## config.mk

```make
export PLATFORM = sky130hd
export DESIGN_NAME = hamming_secded_decoder_stream
export DESIGN_NICKNAME = d
export VERILOG_FILES = /design/src/rtl/hamming_pkg.sv /design/src/rtl/hamming_secded_syndrome.sv /design/src/rtl/hamming_secded_decoder_stream.sv
export SDC_FILE = /design/constraint.sdc
export NUM_CORES = 1
export LEC_CHECK = 0
export BUFFER_PORTS_ARGS = -buffer_cell sky130_fd_sc_hd__buf_4
export CORE_ASPECT_RATIO = 0.6
export CORE_UTILIZATION = 35
export DETAILED_ROUTE_END_ITERATION = 10
export GPL_ROUTABILITY_DRIVEN = 0
export RECOVER_POWER = 25
export REMOVE_ABC_BUFFERS = 1
export SYNTH_ARGS = -nofsm -noshare
export SYNTH_HDL_FRONTEND = slang
export SYNTH_HIERARCHICAL = 1
export SYNTH_SLANG_ARGS = --single-unit
```

## constraint.sdc

```tcl
create_clock -name clk -period 2.4 [get_ports clk]
set_input_delay 0.24 -clock clk [delete_from_list [all_inputs] [get_ports clk]]
set_output_delay 0.24 -clock clk [all_outputs]
set_load 0.005 [all_outputs]
```

## src/rtl/hamming_pkg.sv

```systemverilog
// Shared types and elaboration-time helpers for the extended-Hamming SECDED blocks.
package hamming_pkg;

    typedef enum logic [1:0] {
        CLEAN       = 2'd0,
        SINGLE      = 2'd1,
        PARITY_ONLY = 2'd2,
        DOUBLE      = 2'd3
    } err_class_t;

    // Smallest r such that 2^r covers all data bits, all check bits and the zero syndrome.
    function automatic int calc_r(input int data_w);
        int r;
        r = 1;
        while ((1 << r) < data_w + r + 1) begin
            r++;
        end
        return r;
    endfunction

    function automatic bit is_pow2(input int p);
        return (p > 0) && ((p & (p - 1)) == 0);
    endfunction

    // Hamming position (1-based) of data bit k: the k-th non-power-of-two position.
    function automatic int data_pos(input int k);
        int p;
        int seen;
        p    = 0;
        seen = -1;
        while (seen < k) begin
            p++;
            if (!is_pow2(p)) begin
                seen++;
            end
        end
        return p;
    endfunction

endpackage

```

## src/rtl/hamming_secded_syndrome.sv

```systemverilog
// Combinational syndrome and overall-parity generator for an extended Hamming codeword.
module hamming_secded_syndrome
    import hamming_pkg::*;
#(
    parameter int  DATA_W = 4,
    localparam int R      = calc_r(DATA_W),
    localparam int N      = DATA_W + R,
    localparam int CW_W   = N + 1
) (
    input  logic [CW_W-1:0] cw_i,
    output logic [R-1:0]    syndrome_o,
    output logic            parity_o
);

    // Each set position contributes its own index, so the XOR of indices equals the syndrome.
    always_comb begin
        syndrome_o = '0;
        for (int p = 1; p <= N; p++) begin
            if (cw_i[p-1]) begin
                syndrome_o = syndrome_o ^ R'(p);
            end
        end
    end

    assign parity_o = ^cw_i;

endmodule

```

## src/rtl/hamming_secded_decoder_stream.sv

```systemverilog
// Two-stage pipelined SECDED decoder with valid/ready streaming and saturating error counters.
module hamming_secded_decoder_stream
    import hamming_pkg::*;
#(
    parameter int  DATA_W = 4,
    parameter int  CNT_W  = 16,
    localparam int R      = calc_r(DATA_W),
    localparam int N      = DATA_W + R,
    localparam int CW_W   = N + 1
) (
    input  logic              clk,
    input  logic              rst,
    input  logic              in_valid,
    output logic              in_ready,
    input  logic [CW_W-1:0]   in_codeword,
    output logic              out_valid,
    input  logic              out_ready,
    output logic [DATA_W-1:0] out_data,
    output logic              out_single_err,
    output logic              out_double_err,
    output logic [R-1:0]      out_syndrome,
    input  logic              clr_cnt,
    output logic [CNT_W-1:0]  corr_cnt,
    output logic [CNT_W-1:0]  uncorr_cnt
);

    logic [R-1:0] syn_c;
    logic         par_c;
    err_class_t   class_c;

    hamming_secded_syndrome #(.DATA_W(DATA_W)) u_syndrome (
        .cw_i       (in_codeword),
        .syndrome_o (syn_c),
        .parity_o   (par_c)
    );

    // A nonzero syndrome pointing past the last position can only come from multiple flips.
    always_comb begin
        class_c = CLEAN;
        if (syn_c == '0) begin
            class_c = par_c ? PARITY_ONLY : CLEAN;
        end else if (par_c && (int'(syn_c) <= N)) begin
            class_c = SINGLE;
        end else begin
            class_c = DOUBLE;
        end
    end

    logic en1, en2;
    logic s1_valid_q, s1_valid_d;
    logic [CW_W-1:0] s1_cw_q, s1_cw_d;
    logic [R-1:0] s1_syn_q, s1_syn_d;
    err_class_t s1_class_q, s1_class_d;

    logic s2_valid_q, s2_valid_d;
    logic [DATA_W-1:0] s2_data_q, s2_data_d;
    logic s2_single_q, s2_single_d;
    logic s2_double_q, s2_double_d;
    logic [R-1:0] s2_syn_q, s2_syn_d;

    logic [CNT_W-1:0] corr_cnt_q, corr_cnt_d;
    logic [CNT_W-1:0] uncorr_cnt_q, uncorr_cnt_d;

    assign en2      = out_ready | ~s2_valid_q;
    assign en1      = en2 | ~s1_valid_q;
    assign in_ready = en1;

    always_comb begin
        s1_valid_d = s1_valid_q;
        s1_cw_d    = s1_cw_q;
        s1_syn_d   = s1_syn_q;
        s1_class_d = s1_class_q;
        if (en1) begin
            s1_valid_d = in_valid;
            s1_cw_d    = in_codeword;
            s1_syn_d   = syn_c;
            s1_class_d = class_c;
        end
    end

    logic [CW_W-1:0]   corr_cw_c;
    logic [DATA_W-1:0] data_c;

    // Shift by syndrome then back by one: position s maps to bit s-1, and s=0 yields no flip.
    always_comb begin
        corr_cw_c = s1_cw_q;
        if (s1_class_q == SINGLE) begin
            corr_cw_c = s1_cw_q ^ ((CW_W'(1) << s1_syn_q) >> 1);
        end
    end

    for (genvar gi = 0; gi < DATA_W; gi++) begin : g_extract
        localparam int POS = data_pos(gi);
        assign data_c[gi] = corr_cw_c[POS-1];
    end

    always_comb begin
        s2_valid_d  = s2_valid_q;
        s2_data_d   = s2_data_q;
        s2_single_d = s2_single_q;
        s2_double_d = s2_double_q;
        s2_syn_d    = s2_syn_q;
        if (en2) begin
            s2_valid_d  = s1_valid_q;
            s2_data_d   = data_c;
            s2_single_d = s1_valid_q && ((s1_class_q == SINGLE) || (s1_class_q == PARITY_ONLY));
            s2_double_d = s1_valid_q && (s1_class_q == DOUBLE);
            s2_syn_d    = s1_syn_q;
        end
    end

    logic out_hs;
    assign out_hs = s2_valid_q & out_ready;

    always_comb begin
        corr_cnt_d   = corr_cnt_q;
        uncorr_cnt_d = uncorr_cnt_q;
        if (clr_cnt) begin
            corr_cnt_d   = '0;
            uncorr_cnt_d = '0;
        end else begin
            if (out_hs && s2_single_q && (corr_cnt_q != {CNT_W{1'b1}})) begin
                corr_cnt_d = corr_cnt_q + 1'b1;
            end
            if (out_hs && s2_double_q && (uncorr_cnt_q != {CNT_W{1'b1}})) begin
                uncorr_cnt_d = uncorr_cnt_q + 1'b1;
            end
        end
    end

    always_ff @(posedge clk) begin
        if (rst) begin
            s1_valid_q   <= 1'b0;
            s1_cw_q      <= '0;
            s1_syn_q     <= '0;
            s1_class_q   <= CLEAN;
            s2_valid_q   <= 1'b0;
            s2_data_q    <= '0;
            s2_single_q  <= 1'b0;
            s2_double_q  <= 1'b0;
            s2_syn_q     <= '0;
            corr_cnt_q   <= '0;
            uncorr_cnt_q <= '0;
        end else begin
            s1_valid_q   <= s1_valid_d;
            s1_cw_q      <= s1_cw_d;
            s1_syn_q     <= s1_syn_d;
            s1_class_q   <= s1_class_d;
            s2_valid_q   <= s2_valid_d;
            s2_data_q    <= s2_data_d;
            s2_single_q  <= s2_single_d;
            s2_double_q  <= s2_double_d;
            s2_syn_q     <= s2_syn_d;
            corr_cnt_q   <= corr_cnt_d;
            uncorr_cnt_q <= uncorr_cnt_d;
        end
    end

    assign out_valid      = s2_valid_q;
    assign out_data       = s2_data_q;
    assign out_single_err = s2_single_q;
    assign out_double_err = s2_double_q;
    assign out_syndrome   = s2_syn_q;
    assign corr_cnt       = corr_cnt_q;
    assign uncorr_cnt     = uncorr_cnt_q;

endmodule

```

==> Yosys cells after proc, flatten, opt, wreduce, memory -nomap -nowiden <==
Index checks and enable logic that the tools add are counted.
{ "classes": {"n_addsub": 2, "n_mux": 11, "shift": 1, "n_bitwise": 12, "n_eq_ne": 5, "n_reduce_logical": 10} }
{ "ops": {"columns": ["op", "n"], "rows": [
  ["adder 16 x 1 -> 16 bit (second input constant)", 2],
  ["inequality test 16 bit (second input constant)", 2],
  ["2-to-1 mux 3 bit", 4],
  ["2-to-1 mux 2 bit", 5],
  ["XOR reduction 8 bit", 1],
  ["<< shifter 1 x 3 -> 8 bit (first input constant)", 1],
  ["2-to-1 mux 7 bit", 1],
  ["XOR 7 bit", 1],
  ["logical AND 1 bit", 6],
  ["inverter 2 bit", 3],
  ["equality test 2 bit (second input constant)", 2],
  ["zero test 3 bit", 1],
  ["inverter 3 bit", 1],
  ["equality test 2 x 1 -> 1 bit (second input constant)", 1],
  ["inverter 1 bit", 2],
  ["inverter 1 bit (first input constant)", 2],
  ["bitwise OR 1 bit", 2],
  ["OR reduction 2 bit", 1],
  ["bitwise AND 1 bit", 1],
  ["logical OR 1 bit", 1],
  ["2-to-1 mux 1 bit", 1]
]} }
{ "word_totals": {"word_cells": 52, "reg_bits": 55, "output_inout_bits": 43} }

==> Logic depth before layout (Yosys ltp) <==
Gate-level depths: netlist (run 1).
{ "logic_depth": {"ltp_word": 13, "mapped_depth": 7, "ltp_nobuf": 6} }

==> Modules after synthesis <==
The synthesis (run 1) kept the hierarchy.
{ "by_module_without_submodules": {"columns": ["mod", "cells_each", "instances", "area_per_inst_um2"], "rows": [
  ["hamming_secded_decoder_stream", 280, 1, 2352.3],
  ["hamming_secded_syndrome", 10, 1, 130.1]
]} }

==> Worst setup path before layout (run 1) <==
OpenSTA, ideal clock, no wires.
{ "synth_timing": {"kind": "flip-flop to flip-flop", "start": "reg uncorr_cnt_q[0], in the netlist uncorr_cnt[0]", "end": "reg uncorr_cnt_q[9], in the netlist uncorr_cnt[9]", "setup_time_ns": 0.128, "period_less_slack_ns": 1.699, "stages_incl_launch_ff": 8, "arrival_time_ns": 1.572, "slack_ns": 0.701, "cell_sequence": "dfxtp_1 ha_1 nand3_1 or4_1 buf_2 nand4_1 xor2_1 nor2_1"} }
{ "synth_between": {"elab_chain_cells": 2} }
{ "synth_rtl": {"columns": ["item", "line", "source"], "rows": [
  ["start, declared", "hamming_secded_decoder_stream.sv:62", "logic [CNT_W-1:0] uncorr_cnt_q, uncorr_cnt_d;"],
  ["start signal, assigned", "hamming_secded_decoder_stream.sv:155", "uncorr_cnt_q <= uncorr_cnt_d;"],
  ["parallel branches: the longest is 2 deep, another holds adder 16 x 1 -> 16 bit", null, null]
]} }
Several ways; the timed one is not identified.
A chain may end at the register's enable or synchronous reset.

==> Worst setup path after layout (run 1) <==
{ "layout_timing": {"start": "reg s2_valid_q, in the netlist out_valid", "end": "out in_ready"} }
{ "layout_between": {"elab_chain_cells": 3} }
{ "layout_rtl": {"columns": ["item", "line", "source"], "rows": [
  ["start, declared", "hamming_secded_decoder_stream.sv:55", "logic s2_valid_q, s2_valid_d;"],
  ["start signal, assigned", "hamming_secded_decoder_stream.sv:149", "s2_valid_q <= s2_valid_d;"],
  ["inverter 1 bit", "hamming_secded_decoder_stream.sv:64", "assign en2 = out_ready | ~s2_valid_q;"],
  ["bitwise OR 1 bit", "hamming_secded_decoder_stream.sv:64", null],
  ["bitwise OR 1 bit", "hamming_secded_decoder_stream.sv:65", "assign en1 = en2 | ~s1_valid_q;"],
  ["end, declared", "hamming_secded_decoder_stream.sv:14", "output logic in_ready,"]
]} }
Every way passes these cells.

==> results_dict.tcl, run 1 <==
set metrics [dict create \
    status "finished clean" \
    drt-pass1-iter-count 4 \
    drcViolationCount 0 \
    grt_max_degree 30 \
    drtIter0Drc 108 \
    path_cells "nor2b_2, and2_1, inv_1, buf_4" \
    startpoint "out_valid$_SDFFE_PP0P_" \
    relSlewSlack_pct 49.53 \
    ant_nets 0 \
    routed_wl_um 5666 \
    setup_viol 0 \
    path_clk_slew_ns 0.06 \
    cts_sinks 52 \
    finalCritPeriodShare_pct 90.49 \
    viasPerCell 5.084 \
    die-area_um2 7445 \
    syn2layout_area_growth_pct 25.91 \
    grt_overflow 0 \
    peakVddDrop_mv 0.3035 \
    cap_viol_max_count 0 \
    grt_pass1_wl_um 9294 \
    syn_area_um2 2482 \
    antenna_found_initial 0 \
    cts_resized 0 \
    slowest_stage "dfxtp_1" \
    fillerInstances 667 \
    via_count 2191 \
    slowest_delay_ns 0.44 \
    finalHoldViolCount 0 \
    avgSynthCellArea_um2 8.560 \
    cts_max_level 2 \
    pin_count 56 \
    post-cts-setup-buffers 0 \
    dpl.hpwl_um 4272 \
    finalSetupTns_ns 0 \
    coreArea_um2 6763 \
    cp_data_arrival_time_ns 1.93 \
    io_buffers 55 \
    fin_worst_skew_ns 0.006517 \
    root_buffer "clkbuf_16" \
    yosys_warnings 6 \
    first_global_vias 1920 \
    wl_per_cell_um 13.15 \
    worst_pin_slew_ns 0.7502 \
    cts_inserted_buffers 5 \
    required_ns 2.16 \
    drive_gt1_share_pct 20.35 \
    final_nets 360 \
    p_per_area_nw_per_um2 605.3 \
    holdCritStartpoint "in_valid" \
    slew_violations 0 \
    rsz0062_at_grt "false" \
    worstSkewPairLatency_ns 0.29 \
    criticalPathCategory "reg2out" \
    grtUsageTotal_pct 15.69 \
    p_leak_nw 1.180 \
    clock_path_buffers 2 \
    start_util_pct 36.71 \
    synth_cell_types 39 \
    post_synth_inst_count 290 \
    antennaDiodeCount 0 \
    finalInstanceArea_um2 3126 \
    cts_tree "done" \
    yosysTopAreaCell "dfxtp_1" \
    dieWidth_um 110.7 \
    ys_ff_latch 52 \
    hold_path_class "in2reg" \
    final_common_cell "dfxtp_1" \
    place_area_um2 2967 \
    cp_max_fo 11 \
    fin_crit_ns 2.172 \
    worstSetupStartpointType "flop" \
    yosys-top-cells-area "dfxtp_1, xnor2_1, nor2_1" \
    reg2reg_from "uncorr_cnt[0]$_SDFFE_PP0P_" \
    end_kind "primary output" \
    clock.fmax_mhz 460.4 \
    holdBufCountCts 0 \
    r2r_slack_ns 0.46 \
    row_count 23 \
    yosysTopAreaCellShare_pct 41.94 \
    layout_common_cells "dfxtp_1, nor2_1, nand2_1" \
    yosysSeqAreaShare_pct 41.94 \
    die_h_um 67.24 \
]
[cell type report]
type                    count  area [um2]  share of cell area (%)
clock buffers               6       128.9                   4.123
clock inverters             2       35.03                   1.121
inverters                   3       11.26                  0.3603
multi-input cells         226        1395                   44.64
flip-flops and latches     52        1041                   33.31
well taps                  87       108.9                   3.483
repair buffers             55       405.4                   12.97
[report_power, final]
group	switching, mW	internal (mW)
logic	0.0834	0.0914
clock network	0.305	0.491
registers	0.0273	0.894
[cells by family (layout without fill, tap and decap cells)]
kind of cell | count (synthesis) | count (layout) | synth area share (%)
DFF | 52 | 52 | 41.94
buffers and inverters | 12 | 66 | 1.965
adders and majority gates | 4 | 4 | 2.016
AOI/OAI and AO/OA | 37 | 37 | 8.821
and+or+nand+nor | 147 | 147 | 30.14
xor gates and xnor gates | 38 | 38 | 15.12
[worst max-delay path: cells and delay by family, from the launching register on]
family	cells	cell delay (ns)
buffers and inverters	2	0.48
AND/OR/NAND/NOR	2	0.73
flip-flops	1	0.44
[flip-flops by register name, summed over array words and instances (netlist names)]
register and count:
corr_cnt 16, out_data 4, out_double_err 1, out_single_err 1, out_syndrome 3, out_valid 1
s1_class_q 2, s1_cw_q 4, s1_syn_q 3, s1_valid_q 1, uncorr_cnt 16
[synthesized netlist by cell type]
cell and count:
or2_2 1, a21oi_1 16, dfxtp_1 52, or3_2 1, buf_2 3, and2_1 3
xnor3_2 1, nand2_2 1, clkbuf_1 6, inv_1 3, nor4_1 7, nand4b_1 3
a211oi_1 7, nor2_2 1, nor3_2 1, o21ai_0 6, nand4_1 14, nor3_1 11
ha_1 4, nand4_2 2, o211a_1 1, or2_1 2, nor3b_1 1, and4_1 2
o21bai_1 1, nand2b_1 2, xnor2_1 21, or4_1 2, nor4_4 1, nor2b_1 1
o21ai_1 1, xnor3_1 2, a31oi_1 3, o211ai_1 2, nand2_1 37, xor2_1 14
nand3_1 13, or3_1 2, nor2_1 39
[metal layers]
| metal | track usage [%] | share of wire (%) | vias to the layer above | wire length (um) |
|---|---|---|---|---|
| li1 | - | - | 1134 | - |
| met4 | 3.000 | 0.51 | 0 | 29 |
| met2 | 22.20 | 39 | 45 | 2186 |
| met3 | 3.770 | 4.2 | 5 | 238 |
| met1 | 23.86 | 57 | 1007 | 3211 |
| met5 | 0 | 0 | - | 0 |
[worst paths after layout]
kind | cells past startpoint | end
setup reg to reg | 6 | uncorr_cnt[0]$_SDFFE_PP0P_
setup / recovery | 4 | in_ready
hold reg to reg | 2 | s1_cw_q[5]$_SDFFE_PP0P_
hold / removal | 3 | s1_valid_q$_SDFFE_PP0P_
[metrics by stage]
step,power (mW),util [%],setup slack [ns],std cells,hold WS [ns]
6_report,1.892,46.22,0.2282,431,0.1654
5_1_grt,1.974,46.22,0.02272,431,0.2028
4_1_cts,1.913,46.29,0.1018,431,0.1669
3_5_place_dp,1.119,43.87,0.4147,423,0.4578
3_3_place_gp,1.116,43.87,0.4100,423,0.4467
2_1_floorplan,1.045,-,0.6878,281,0.3091
Note: power is estimated with default switching activity, not from simulation.
==> run 2: changes to the inputs <==
--- a/config.mk
+++ b/config.mk
@@ -14,5 +14,4 @@
 export REMOVE_ABC_BUFFERS = 1
 export SYNTH_ARGS = -nofsm -noshare
 export SYNTH_HDL_FRONTEND = slang
-export SYNTH_HIERARCHICAL = 1
 export SYNTH_SLANG_ARGS = --single-unit
==> constraint.sdc (replaced) <==
create_clock -name clk -period 2.5 [get_ports clk]
set_input_delay 0.25 -clock clk [delete_from_list [all_inputs] [get_ports clk]]
set_output_delay 0.25 -clock clk [all_outputs]
set_load 0.005 [all_outputs]
==> run 2 against run 1 <==
  * Sequential power down 4.5%
  * Clock skew down 0.0017 ns
  * Critical path depth up 1
  * Critical endpoint is now corr_cnt[8]$_SDFFE_PP0P_
==> results_dict.tcl, run 2 <==
set metrics [dict create \
    end_kind "flop" \
    slowest_delay_ns 0.50 \
    syn_area_um2 2659 \
    ant_nets 0 \
    first_global_vias 2167 \
    antenna_found_initial 0 \
    viasPerCell 5.348 \
    finalHoldViolCount 0 \
    wl_per_cell_um 14.12 \
    post-synth-top-count-cell "dfxtp_1" \
    yosys_warnings 0 \
    routed_wl_um 6624 \
    path_clk_slew_ns 0.07 \
    synth_flop_cell "dfxtp_1" \
    dpl.hpwl_um 4946 \
    grtUsageTotal_pct 17.48 \
    yosysTopAreaCellShare_pct 39.15 \
    worst_pin_slew_ns 0.7500 \
    final_nets 381 \
    root_buffer "clkbuf_16" \
    holdCritStartpoint "in_valid" \
    drtIter0Drc 132 \
    die_h_um 69.51 \
    finalWorstSetupSlack_ns 0.5392 \
    setup_viol 0 \
    reg2reg_depth 5 \
    r2r_end "corr_cnt[8]$_SDFFE_PP0P_" \
    coreArea_um2 7297 \
    cts_tree "done" \
    cts_sinks 52 \
    cp_max_fo 7 \
    final_common_cell "dfxtp_1" \
    startpoint "corr_cnt[0]$_SDFFE_PP0P_" \
    cp_data_arrival_time_ns 2.18 \
    cts_inserted_buffers 5 \
    avgSynthCellArea_um2 8.522 \
    criticalPathCategory "reg2reg" \
    row_count 24 \
    via_count 2508 \
    pin_count 56 \
    slew_violations 0 \
    fin_worst_skew_ns 0.004799 \
    cts_max_level 2 \
    dieWidth_um 114.5 \
    drcViolationCount 0 \
    async_flop_share_pct 0 \
    io_buffers 55 \
    slowest_stage "or4_1" \
    die-area_um2 7960 \
    layout_common_cells "dfxtp_1, nand2_1, buf_4" \
    min_to "s1_valid_q$_SDFFE_PP0P_" \
    post-cts-setup-buffers 0 \
    synth_common_cells "dfxtp_1, nand2_1, a21oi_1" \
    dpl.cell_count 461 \
    crit_buf_inv 0 \
    yosysTopAreaCell "dfxtp_1" \
    dp_slack_ns 0.5546 \
    hold_path_class "in2reg" \
    fin_cells 469 \
    clock.fmax_mhz 510.0 \
    path_cells "ha_1, and4_1, nand2b_1, or4_1, a21oi_1" \
    synth_cell_types 47 \
    cap_viol_max_count 0 \
    p_per_area_nw_per_um2 524.8 \
    synth_edf_count 0 \
    syn2layout_area_growth_pct 23.58 \
    status "finished clean" \
    relSlewSlack_pct 49.54 \
    reg2reg_from "corr_cnt[0]$_SDFFE_PP0P_" \
    hold-path-cell-count 3 \
    worstSkewPairLatency_ns 0.28 \
    worst_hold_slack_ns 0.1822 \
    grt_max_degree 27 \
    yosysSeqAreaShare_pct 39.15 \
    drive_gt1_share_pct 18.63 \
    clock_path_buffers 2 \
    finalSetupTns_ns 0 \
    peakVddDrop_mv 0.2610 \
    grt_overflow 0 \
    start_util_pct 36.44 \
    holdBufCountCts 0 \
    worstSetupStartpointType "flop" \
    cts_resized 0 \
    rsz0062_at_grt "false" \
    drt-pass1-iter-count 4 \
    fin_crit_ns 1.961 \
    grt_pass1_wl_um 11040 \
    p_leak_nw 1.175 \
    critical_path.top_delay_family "simple AND/OR/NAND/NOR gates" \
    r2r_slack_ns 0.54 \
    yosys-top-cells-area "dfxtp_1, nand2_1, a21oi_1" \
    post_synth_inst_count 312 \
    antennaDiodeCount 0 \
    required_ns 2.72 \
    finalCritPeriodShare_pct 78.43 \
    ys_ff_latch 52 \
]
-- run 2: where the power goes --
group / internal, mW / switching, mW / total [mW]
clock network: 0.400 / 0.289 / 0.689
registers: 0.856 / 0.0241 / 0.880
logic: 0.0732 / 0.0823 / 0.156
total: 1.33 / 0.395 / 1.72
-- run 2: how the worst max path moves through the flow --
stage | to | slack, ns | cells past startpoint
5_1_grt | corr_cnt[8]$_SDFFE_PP0P_ | 0.39 | 5
3_3_place_gp | corr_cnt[8]$_SDFFE_PP0P_ | 0.57 | 5
4_1_cts | corr_cnt[8]$_SDFFE_PP0P_ | 0.54 | 5
3_5_place_dp | corr_cnt[8]$_SDFFE_PP0P_ | 0.55 | 5
6_report | corr_cnt[8]$_SDFFE_PP0P_ | 0.54 | 5
2_1_floorplan | corr_cnt[13]$_SDFFE_PP0P_ | 0.78 | 4
-- run 2: cells by family (layout without fill, tap and decap cells) --
group / after synthesis / in the layout / synth area share [%]
AND/OR/NAND/NOR: 136 / 136 / 27.95
AO/OA/AOI/OAI: 75 / 75 / 19.15
flip-flops: 52 / 52 / 39.15
buffers and inverters: 22 / 75 / 3.906
XOR/XNOR: 15 / 15 / 4.941
multiplexers: 8 / 8 / 3.012
adder cells (fa/ha/maj): 4 / 4 / 1.882
-- run 2: through the flow --
step	utilization, %	power (mW)	area [um2]
2_1_floorplan	-	0.9810	2589
3_3_place_gp	43.23	1.053	3154
3_5_place_dp	43.23	1.057	3154
4_1_cts	45.23	1.743	3301
5_1_grt	45.03	1.797	3286
6_report	45.03	1.724	3286
-- run 2: final cells by class --
type	count	area [um2]
fillers	733	4011
clock buffers	8	146.4
inverters	9	33.78
well taps	104	130.1
flip-flops and latches	52	1041
repair buffers	58	420.4
multi-input cells	238	1514
-- run 2: routing by layer --
layer  routed length (um)  track usage (%)
met1                 3446            27.29
met2                 2645            23.77
met3                  501            4.458
met4                   31            3.463
met5                    0                0
-- run 2: worst reg2reg max path: stages (launching register included) --
cell	delay (ns)
dfxtp_1	0.46
ha_1	0.25
and4_1	0.34
nand2b_1	0.19
or4_1	0.50
a21oi_1	0.15
